--- config.mk ---
export PLATFORM = sky130hd
export DESIGN_NAME = dec_onehot_seq
export DESIGN_NICKNAME = d
export VERILOG_FILES = /design/src/rtl/dec_onehot_seq.sv
export SDC_FILE = /design/constraint.sdc
export NUM_CORES = 1
export LEC_CHECK = 0
export CORE_UTILIZATION = 55
export DETAILED_ROUTE_END_ITERATION = 8
export DONT_BUFFER_PORTS = 1
export PLACE_DENSITY = 0.76
export SLEW_MARGIN = 0
export SYNTH_ARGS = -nofsm -noshare
export SYNTH_HDL_FRONTEND = slang
export SYNTH_SLANG_ARGS = --single-unit
--- constraint.sdc ---
create_clock -name clk -period 2.02 [get_ports clk]
set_clock_uncertainty 0.1 [all_clocks]
set_input_delay 0.505 -clock clk [delete_from_list [all_inputs] [get_ports clk]]
set_output_delay 0.505 -clock clk [all_outputs]
set_load 0.005 [all_outputs]
--- src/rtl/dec_onehot_seq.sv ---
// dec_onehot_seq: sequential N-to-2^N one-hot decoder behind a valid/ready
// handshake. Each accepted index drives its one-hot select line for HOLD
// cycles, followed by GAP all-zero cycles. One further code can wait in a
// single pending slot while a pattern is in progress.
// Optional build macro DECODER_LOOPBACK_EN: re-encodes dout every cycle,
// compares it with the last loaded code and raises a sticky err on any
// mismatch or non-one-hot value. Without the macro, err is tied low.
module dec_onehot_seq #(
  parameter int N    = 3,
  parameter int HOLD = 4,
  parameter int GAP  = 1
) (
  input  logic             clk,
  input  logic             rst_n,
  input  logic [N-1:0]     din,
  input  logic             din_valid,
  output logic             din_ready,
  output logic [(1<<N)-1:0] dout,
  output logic             busy,
  output logic             done,
  output logic             err
);

  localparam int W    = 1 << N;
  localparam int MAXC = (HOLD > GAP) ? HOLD : GAP;
  localparam int CW   = $clog2(MAXC) + 1;
  localparam logic [CW-1:0] HOLD_LD = CW'(HOLD - 1);
  localparam logic [CW-1:0] GAP_LD  = CW'((GAP > 0) ? (GAP - 1) : 0);

  typedef enum logic [1:0] {
    S_IDLE  = 2'd0,
    S_DRIVE = 2'd1,
    S_GAP   = 2'd2
  } state_t;

  state_t          state_r, state_s;
  logic [CW-1:0]   cnt_r, cnt_s;
  logic [W-1:0]    dout_r, dout_s;
  logic            done_r, done_s;
  logic            pend_full_r, pend_full_s;
  logic [N-1:0]    pend_code_r, pend_code_s;
  logic            accept_s;

  // Decode an in-range binary index into its one-hot select pattern.
  function automatic logic [W-1:0] onehot(input logic [N-1:0] code);
    return {{(W-1){1'b0}}, 1'b1} << code;
  endfunction

  assign accept_s  = din_valid && !pend_full_r;
  assign din_ready = !pend_full_r;
  assign busy      = (state_r != S_IDLE) || pend_full_r;
  assign dout      = dout_r;
  assign done      = done_r;

  // Next-state, counter, pending slot and output pattern selection.
  always_comb begin
    state_s     = state_r;
    cnt_s       = cnt_r;
    dout_s      = dout_r;
    done_s      = 1'b0;
    pend_full_s = pend_full_r;
    pend_code_s = pend_code_r;
    case (state_r)
      S_IDLE: begin
        if (pend_full_r) begin
          dout_s      = onehot(pend_code_r);
          pend_full_s = 1'b0;
          cnt_s       = HOLD_LD;
          state_s     = S_DRIVE;
        end else if (accept_s) begin
          dout_s  = onehot(din);
          cnt_s   = HOLD_LD;
          state_s = S_DRIVE;
        end else begin
          dout_s = {W{1'b0}};
        end
      end
      S_DRIVE: begin
        // A code arriving now waits in the slot; it is never consumed on
        // the edge that captures it.
        if (accept_s) begin
          pend_code_s = din;
          pend_full_s = 1'b1;
        end else begin
          pend_code_s = pend_code_r;
        end
        if (cnt_r != {CW{1'b0}}) begin
          cnt_s = cnt_r - CW'(1);
        end else begin
          done_s = 1'b1;
          if (GAP > 0) begin
            dout_s  = {W{1'b0}};
            cnt_s   = GAP_LD;
            state_s = S_GAP;
          end else if (pend_full_r) begin
            // No gap: the next pattern follows without a zero cycle.
            dout_s      = onehot(pend_code_r);
            pend_full_s = 1'b0;
            cnt_s       = HOLD_LD;
          end else begin
            dout_s  = {W{1'b0}};
            state_s = S_IDLE;
          end
        end
      end
      S_GAP: begin
        dout_s = {W{1'b0}};
        if (accept_s) begin
          pend_code_s = din;
          pend_full_s = 1'b1;
        end else begin
          pend_code_s = pend_code_r;
        end
        if (cnt_r != {CW{1'b0}}) begin
          cnt_s = cnt_r - CW'(1);
        end else if (pend_full_r) begin
          dout_s      = onehot(pend_code_r);
          pend_full_s = 1'b0;
          cnt_s       = HOLD_LD;
          state_s     = S_DRIVE;
        end else begin
          state_s = S_IDLE;
        end
      end
      default: begin
        state_s     = S_IDLE;
        cnt_s       = {CW{1'b0}};
        dout_s      = {W{1'b0}};
        pend_full_s = 1'b0;
      end
    endcase
  end

  // State, counter, pending slot and registered outputs.
  always_ff @(posedge clk or negedge rst_n) begin
    if (!rst_n) begin
      state_r     <= S_IDLE;
      cnt_r       <= {CW{1'b0}};
      dout_r      <= {W{1'b0}};
      done_r      <= 1'b0;
      pend_full_r <= 1'b0;
      pend_code_r <= {N{1'b0}};
    end else begin
      state_r     <= state_s;
      cnt_r       <= cnt_s;
      dout_r      <= dout_s;
      done_r      <= done_s;
      pend_full_r <= pend_full_s;
      pend_code_r <= pend_code_s;
    end
  end

`ifdef DECODER_LOOPBACK_EN
  logic          load_s;
  logic [N-1:0]  load_code_s;
  logic          chk_bad_s;
  logic [N-1:0]  code_r;
  logic          err_r;

  // Lowest-set-bit priority encoder used to recover the index from dout.
  function automatic logic [N-1:0] enc_low(input logic [W-1:0] v);
    logic [N-1:0] r;
    r = {N{1'b0}};
    for (int i = W - 1; i >= 0; i--) begin
      if (v[i]) begin
        r = N'(i);
      end else begin
        r = r;
      end
    end
    return r;
  endfunction

  // True when exactly one bit of v is set.
  function automatic logic is_onehot(input logic [W-1:0] v);
    return (v != {W{1'b0}}) && ((v & (v - W'(1))) == {W{1'b0}});
  endfunction

  // Detect pattern loads and compare the live output against the loaded code.
  always_comb begin
    load_s      = (state_s == S_DRIVE) &&
                  ((state_r != S_DRIVE) || (cnt_r == {CW{1'b0}}));
    load_code_s = pend_full_r ? pend_code_r : din;
    chk_bad_s   = (dout_r != {W{1'b0}}) &&
                  (!is_onehot(dout_r) || (enc_low(dout_r) != code_r));
  end

  // Keep the last loaded code and latch any loopback failure until reset.
  always_ff @(posedge clk or negedge rst_n) begin
    if (!rst_n) begin
      code_r <= {N{1'b0}};
      err_r  <= 1'b0;
    end else begin
      code_r <= load_s ? load_code_s : code_r;
      err_r  <= err_r | chk_bad_s;
    end
  end

  assign err = err_r;
`else
  assign err = 1'b0;
`endif

endmodule

# Yosys cells after proc, flatten, opt, wreduce, memory -nomap -nowiden
# Index checks and enable logic that the tools add are counted.
[classes]
shift = 2
n_addsub = 1
eq_ne = 6
muxes = 24
reduce_logical = 10
[op_table]
columns = ["op", "count"]
rows = [
  ["2-to-1 mux 8 bit", 5],
  ["one-hot mux 8 bit (3 select lines)", 1],
  ["left shift 1 x 3 -> 8 bit, first input constant", 2],
  ["2-to-1 mux 3 bit", 5],
  ["one-hot mux 3 bit (3 select lines)", 1],
  ["2-to-1 mux 2 bit", 4],
  ["2-to-1 mux 1 bit", 6],
  ["!= test 3 bit, second input constant", 2],
  ["one-hot mux 2 bit (3 select lines)", 1],
  ["!= test 2 bit, second input constant", 2],
  ["AND reduction 2 bit", 2],
  ["AND reduction 3 bit", 1],
  ["nonzero test 3 bit", 1],
  ["subtractor 3 x 1 -> 3 bit, second input constant", 1],
  ["equality test 2 x 1 -> 1 bit, second input constant", 1],
  ["equality test 2 bit, second input constant", 1],
  ["zero test 2 bit", 1],
  ["one-hot mux 1 bit (2 select lines)", 1],
  ["nonzero test 2 bit", 1],
  ["OR reduction 2 bit", 1],
  ["logical AND 1 bit", 1],
  ["zero test 1 bit", 1],
  ["logical OR 1 bit", 1],
]
[totals]
regBits = 18
output_inout_bits = 12
input_bits = 6
word_cells = 49

# Depth between registers and ports, before layout
[logic_depth]
word_depth = 6
mapped_depth = 6

# Worst setup path before layout
# OpenSTA, ideal clock, no wires.
[synth_path]
kind = "flip-flop to flip-flop"
start = "register state_r[0]"
end = "register dout_r[4] (netlist: dout[4])"
required_time_ps = 1854
arrival_ps = 1496
stages_incl_launch_ff = 6
slack_ps = 358
setup_time_ps = 66
n_path_buf = 0
period_less_slack_ps = 1662
cell_sequence = "dfrtp_1 > inv_1 > ha_1 > or3b_4 > o32ai_1 > a22o_1"
[synth_between]
elab_chain_len = 2
[synth_lines]
columns = ["item", "line", "source"]
rows = [
  ["start: declaration", "36", "state_t state_r, state_s;"],
  ["start signal: assignment", "144", "state_r <= state_s;"],
  ["equality test 2 bit (tied with other cells)", "63", "case (state_r)"],
  ["one-hot mux 8 bit (3 select lines) / != test 2 bit (equally long branches)", "-", ""],
  ["end signal: assignment", "139", "dout_r <= {W{1'b0}};"],
  ["end signal: assignment", "146", "dout_r <= dout_s;"],
  ["end: declaration", "38", "logic [W-1:0] dout_r, dout_s;"],
]
# Several ways; a longest one is shown, not always the timed one.
# A chain may end at the register's enable or synchronous reset.

# Final worst setup path
[layout_path]
start = "register state_r[0]"
end = "output busy"
[layout_between]
elab_chain_len = 2
[layout_lines]
columns = ["item", "line", "source"]
rows = [
  ["nonzero test 2 bit", "51", "assign busy = (state_r != S_IDLE) || pend_full_r;"],
  ["logical OR 1 bit", "51", ""],
  ["end: declaration", "19", "output logic busy,"],
]
# Every way passes these cells.

==> results.toml <==
[clock_tree]
cts.clk_slew.worst_paths_ns = 0.10
cts_buffers = 3
h-tree-depth = 1
clockBufferDepth = 2
clk_latency_ns = 0.30
cts_resized = 0
clockRootBuffer = "clkbuf_4"
clock-sinks = 18
cts_tree = "done"

[final_layout]
final_layout_size_suffix_gt1_frac = 0.179
area_growth_pct = 5.22
final_cell_mix = "18 x dfrtp_1, 8 x a22o_1"
nets = 106
layout_commonest_cell = "dfrtp_1"
stdcell_count = 120
diodes = 0

[logic_synthesis]
yosysWarnings = 0
synth.largest_area_cell = "dfrtp_1"
seq_area_frac_synth = 0.448
netlist_instances = 94
syn_area_sq_um = 1010
ys_async_sr_fraction = 1.00
synth_edf_count = 0
synthTopCellsByArea = "dfrtp_1 45%, a22o_1 7.0%, mux2_2 5.6%"
synth_fp_nets = 104
synth.avg_cell_area_sq_um = 10.7
yosys.area.top_type_share = 0.448
synth_seq_cells = 18
ys.flop_type = "dfrtp_1"
ys_types = 37

[place]
dp_cells = 115
place_ws_ns = 0.217
io_buffers = 0
globalplace.congestion = 0.865
detailed_place_hpwl_um = 1490

[setup_path]
critPathRequiredTime_ns = 1.41
crit_chain = "inv_1 -> ha_1 -> nand2b_1"
max_stage_delay_ns = 0.42
startpoint_type = "register"
critPathArrivalTime_ns = 1.23
critPathMaxFanout = 7
critPathTopFamily = "flip-flops"
worst-setup-path-type = "register to primary output"
path_buf_inv = 1
end_kind = "primary output"
cp_slowest_cell = "dfrtp_1"

[power]
power.density_nw_per_um2 = 1500
power.leakage_nw = 0.448
ir_worst_vdd_uv = 758

[detailed_routing]
drtIter0Drc = 27
routedWlPerCell_um = 17.1
first_pass_iters = 4
viasPerCell = 6.10
antenna_left = 0
wl_um = 2060
drc = 0
num_vias = 732

[sta]
timing.hold.ws_ns = 0.254
fin_ws_ns = 0.189
fin_crit_sh = 0.907
setup_tns_ns = 0
hold_viol = 0
clock.fmax_ghz = 0.546
drv_slew = 0
worst_pin_slew_ns = 0.795
fin_crit_ns = 1.83
relSlewSlack = 0.468
finalSetupViolCount = 0
rsz0062_at_grt = "false"

[die]
die_x_um = 44.8
start_util = 0.583
io_pins = 18
fp.dieH_um = 44.8
num_rows = 15
die-area_sq_um = 2000
core_area_sq_um = 1730

[global_routing]
grt-ovfl-total = 0
grt_max_degree = 19
grt_pass1_vias = 742
grt_antenna_before_repair = 0
grt_usage = 0.239
grt_first_pass_wirelength_um = 3310

[run]
drv_cap = 0

[worst_hold_path]
hp-class = "primary input to register"

[outcome]
status = "finished, final reports clean"
metal layers:
layer  vias up  share of wire  GRT usage
met5         -              0          0
met4         0          0.014      0.139
met3         4          0.055     0.0720
met2        21           0.51      0.397
met1       350           0.42      0.272
li1        357              -          -
sequential cells by signal (all words and copies together) (netlist names):
| register | cells |
|---|---|
| dout | 8 |
| cnt_r | 3 |
| pend_full_r | 1 |
| done | 1 |
| pend_code_r | 3 |
| state_r | 2 |
synth_stat cells, types with 2 or more instances:
library cell / instances
nor3_1: 2
nand3_1: 2
a22o_1: 8
inv_1: 5
o22ai_1: 5
nand2b_1: 4
buf_2: 2
ha_1: 4
nor2_1: 5
nand2_1: 3
dfrtp_1: 18
a21oi_1: 2
o32ai_1: 4
mux2_2: 5
nand3b_1: 2
o21ai_0: 2
worst register-to-register path: cells and delay by family (launching register included):
kind                     cells  cell delay [ns]
adder cells (fa/ha/maj)      1             0.26
AO/OA/AOI/OAI                2             0.46
flip-flops                   1             0.42
buffers and inverters        1             0.10
AND/OR/NAND/NOR              1             0.43
what timing repair did:
item                      4_1_cts  5_1_grt
hold buffers                    1        0
hold endpoints to repair       18        0
buffers inserted                0        0
area by class of cell:
cell class              instances  area, sq um
well taps                      25         31.3
fillers                       154          668
clock buffers                   4         36.3
inverters                       5         18.8
repair buffers                  2         17.5
multi-input cells              66          504
flip-flops and latches         18          450
path summary, 6_finish.rpt:
kind                                                  from  cells past startpoint  slack (ns)                          to
worst max-delay path                state_r[0]$_DFFE_PN0P_                      3        0.19                        busy
worst min-delay path                                din[2]                      1        0.25  pend_code_r[2]$_DFFE_PN0P_
worst max register to register      state_r[0]$_DFFE_PN0P_                      5        0.20         dout[4]$_DFFE_PN0P_
worst min register to register  pend_code_r[0]$_DFFE_PN0P_                      1        0.43  pend_code_r[0]$_DFFE_PN0P_
max in group asynchronous                            rst_n                      1        0.70        cnt_r[2]$_DFFE_PN0P_
min in group asynchronous                            rst_n                      1        0.62         dout[7]$_DFFE_PN0P_
metrics by stage:
| step | utilization | instance area (sq um) | power [mW] |
|---|---|---|---|
| 2_1_floorplan | - | 1010 | 1.22 |
| 3_3_place_gp | 0.586 | 1010 | 1.32 |
| 3_5_place_dp | 0.586 | 1010 | 1.35 |
| 4_1_cts | 0.613 | 1060 | 1.59 |
| 5_1_grt | 0.613 | 1060 | 1.70 |
| 6_report | 0.613 | 1060 | 1.59 |
report_power, final:
group / internal [mW] / switching, mW
logic: 0.355 / 0.416
registers: 0.470 / 0.124
clock network: 0.110 / 0.115
total: 0.935 / 0.655
logic make-up after synthesis:
kind of cell / count (synthesis) / synth area share
buffers and inverters: 10 / 0.0510
other: 1 / 0.00373
flip-flops: 18 / 0.448
AO/OA/AOI/OAI: 31 / 0.243
multiplexers: 5 / 0.0560
AND/OR/NAND/NOR: 25 / 0.149
adder cells (fa/ha/maj): 4 / 0.0498
Power figures use the tool's default switching activity.
==> variant: new RTL, same flow settings <==
Encoding of `state_t`: now one-hot (3 bits for 3 states).
--- a/src/rtl/dec_onehot_seq.sv
+++ b/src/rtl/dec_onehot_seq.sv
@@ -29,6 +29,6 @@
 
-  typedef enum logic [1:0] {
-    S_IDLE  = 2'd0,
-    S_DRIVE = 2'd1,
-    S_GAP   = 2'd2
+  typedef enum logic [2:0] {
+    S_IDLE  = 3'b001,
+    S_DRIVE = 3'b010,
+    S_GAP   = 3'b100
   } state_t;
Check against the original RTL: same outputs for any inputs over 10 cycles, from zero or initial values and one cycle with rst_n low; not proved beyond that.
==> variant against the unedited design <==
Final cell count increased by 15%; core utilization increased by 3.6 points; worst setup slack got worse by 0.16 ns; total power decreased by 9.4%; final area increased by 11%; via count increased by 18%; sequential cell count increased by 1; wire length increased by 11%; area after synthesis increased by 9.6%; first-iteration DRC count decreased by 19%; count of clock-buffer cells in the layout decreased by 1.
==> variant: results <==
set metrics [dict create \
    hold_path_startpoint "din[1]" \
    global_route.usage.total_pct 23.2 \
    worst_ep_arrival_time_ns 1.38 \
    maximum_vdd_ir_drop_mv 0.677 \
    final.hold.worst_slack_ns 0.229 \
    postSynth.topFlopCell "sky130_fd_sc_hd__dfrtp_1" \
    synth.distinct_cells 38 \
    synth.yosys.seq_area_share_pct 43.2 \
    first_global_vias 722 \
    grt_max_degree 20 \
    syn_nets 114 \
    critical_path.reg2reg.endpoint "pend_code_r[2]$_DFFE_PN0P_" \
    ctsLongestPathBuffers 2 \
    hold_path.class "input pin to flop" \
    regToRegStartpoint "state_r[2]$_DFFE_PN0P_" \
    non_filler_cells_final 138 \
    place.gp.congestion 0.846 \
    vias 863 \
    detail_route.iter0.violations 22 \
    cts-root-buf "sky130_fd_sc_hd__clkbuf_4" \
    power_switching_w 0.000592 \
    antennaDiodeCount 0 \
    num-nets-final 120 \
    detailedPlacementHpwl_um 1650 \
    cts_made_buffers 3 \
    synth_top_cells_by_area "sky130_fd_sc_hd__dfrtp_1, sky130_fd_sc_hd__a22o_1, sky130_fd_sc_hd__nor2_1" \
    static-leakage-power_nw 0.496 \
    post_detailed_routing_wire_length_um 2280 \
    placed_cells_incl_taps 131 \
    first_pass_grt_wire_length_um 3470 \
    min_delay_path_depth 1 \
    slew_headroom_pct 43.7 \
    run_status "finished clean" \
    yosys-top-cells-count "sky130_fd_sc_hd__dfrtp_1, sky130_fd_sc_hd__nor2_1, sky130_fd_sc_hd__a22o_1" \
    layout_cell_share_with_drive_strength_beyond_1_pct 19.5 \
    fillCellCount 151 \
    hold_path_endpoint "pend_code_r[1]$_DFFE_PN0P_" \
    htree_levels 1 \
    rrSetupSlack_ns 0.18 \
    synthesized_area_per_cell_um2 10.2 \
    critPathMaxFanout 5 \
]
-- variant: worst max path at each step --
stage	slack (ns)	from	cells past startpoint	end
global route	-0.01	state_r[0]$_DFFE_PN1P_	2	busy
CTS	0.02	state_r[0]$_DFFE_PN1P_	2	busy
floorplan	0.20	state_r[0]$_DFFE_PN1P_	2	busy
finish	0.03	state_r[0]$_DFFE_PN1P_	2	busy
global placement	0.21	state_r[2]$_DFFE_PN0P_	2	busy
detailed placement	0.19	state_r[2]$_DFFE_PN0P_	2	busy
-- variant: logic make-up after synthesis --
group                  share of synthesized area [%]
AO/OA/AOI/OAI                                   26.1
buffers and inverters                           6.24
flip-flops                                      43.2
multiplexers                                    3.06
other                                          0.340
AND/OR/NAND/NOR                                 21.0
-- variant: stage by stage --
step / total power (W) / worst slack, ns / utilization (%) / instance area, µm²
floorplan: 0.00109 / 0.197 / - / 1100
global placement: 0.00118 / 0.210 / 61.4 / 1110
detailed placement: 0.00120 / 0.192 / 61.4 / 1110
CTS: 0.00143 / 0.0152 / 64.1 / 1150
global route: 0.00155 / -0.0124 / 64.9 / 1170
finish: 0.00144 / 0.0315 / 64.9 / 1170
-- variant: worst max-delay path, stage by stage, from the launching register on --
cell and delay [ns]:
sky130_fd_sc_hd__dfstp_2 0.54, sky130_fd_sc_hd__or3b_4 0.40, sky130_fd_sc_hd__nand2b_4 0.16
-- variant: timing repair --
item	4_1_cts	5_1_grt
gates resized for setup	3	0
buffers inserted	0	2
endpoints found under the setup margin	1	1
cloned	0	0
hold buffers	1	0
hold endpoints to repair	19	0
-- variant: power by group through the flow --
| stage | Clock, W | Sequential, W | Combinational, W |
|---|---|---|---|
| after floorplan | 0 | 0.000569 | 0.000521 |
| after global placement | 0 | 0.000601 | 0.000582 |
| after detailed placement | 0 | 0.000609 | 0.000594 |
| after CTS | 0.000198 | 0.000602 | 0.000632 |
| after global routing | 0.000209 | 0.000615 | 0.000722 |
| final | 0.000189 | 0.000597 | 0.000653 |
-- variant: area by class of cell --
| cell class | instances | area [µm²] | area share, % |
|---|---|---|---|
| multi-input combinational | 80 | 567 | 48.4 |
| sequential | 19 | 478 | 40.9 |
| timing repair buffer | 7 | 55.1 | 4.71 |
| tap | 25 | 31.3 | 2.67 |
| clock buffer | 3 | 22.5 | 1.93 |
| inverter | 3 | 11.3 | 0.963 |
| clock inverter | 1 | 5.00 | 0.428 |
-- variant: routing by layer --
layer	GRT usage, %	share of wire (%)	vias up
li1	-	-	414
met1	32.9	47	407
met2	32.5	43	37
met3	6.54	8.2	5
met4	11.4	1.8	0
met5	0	0	-
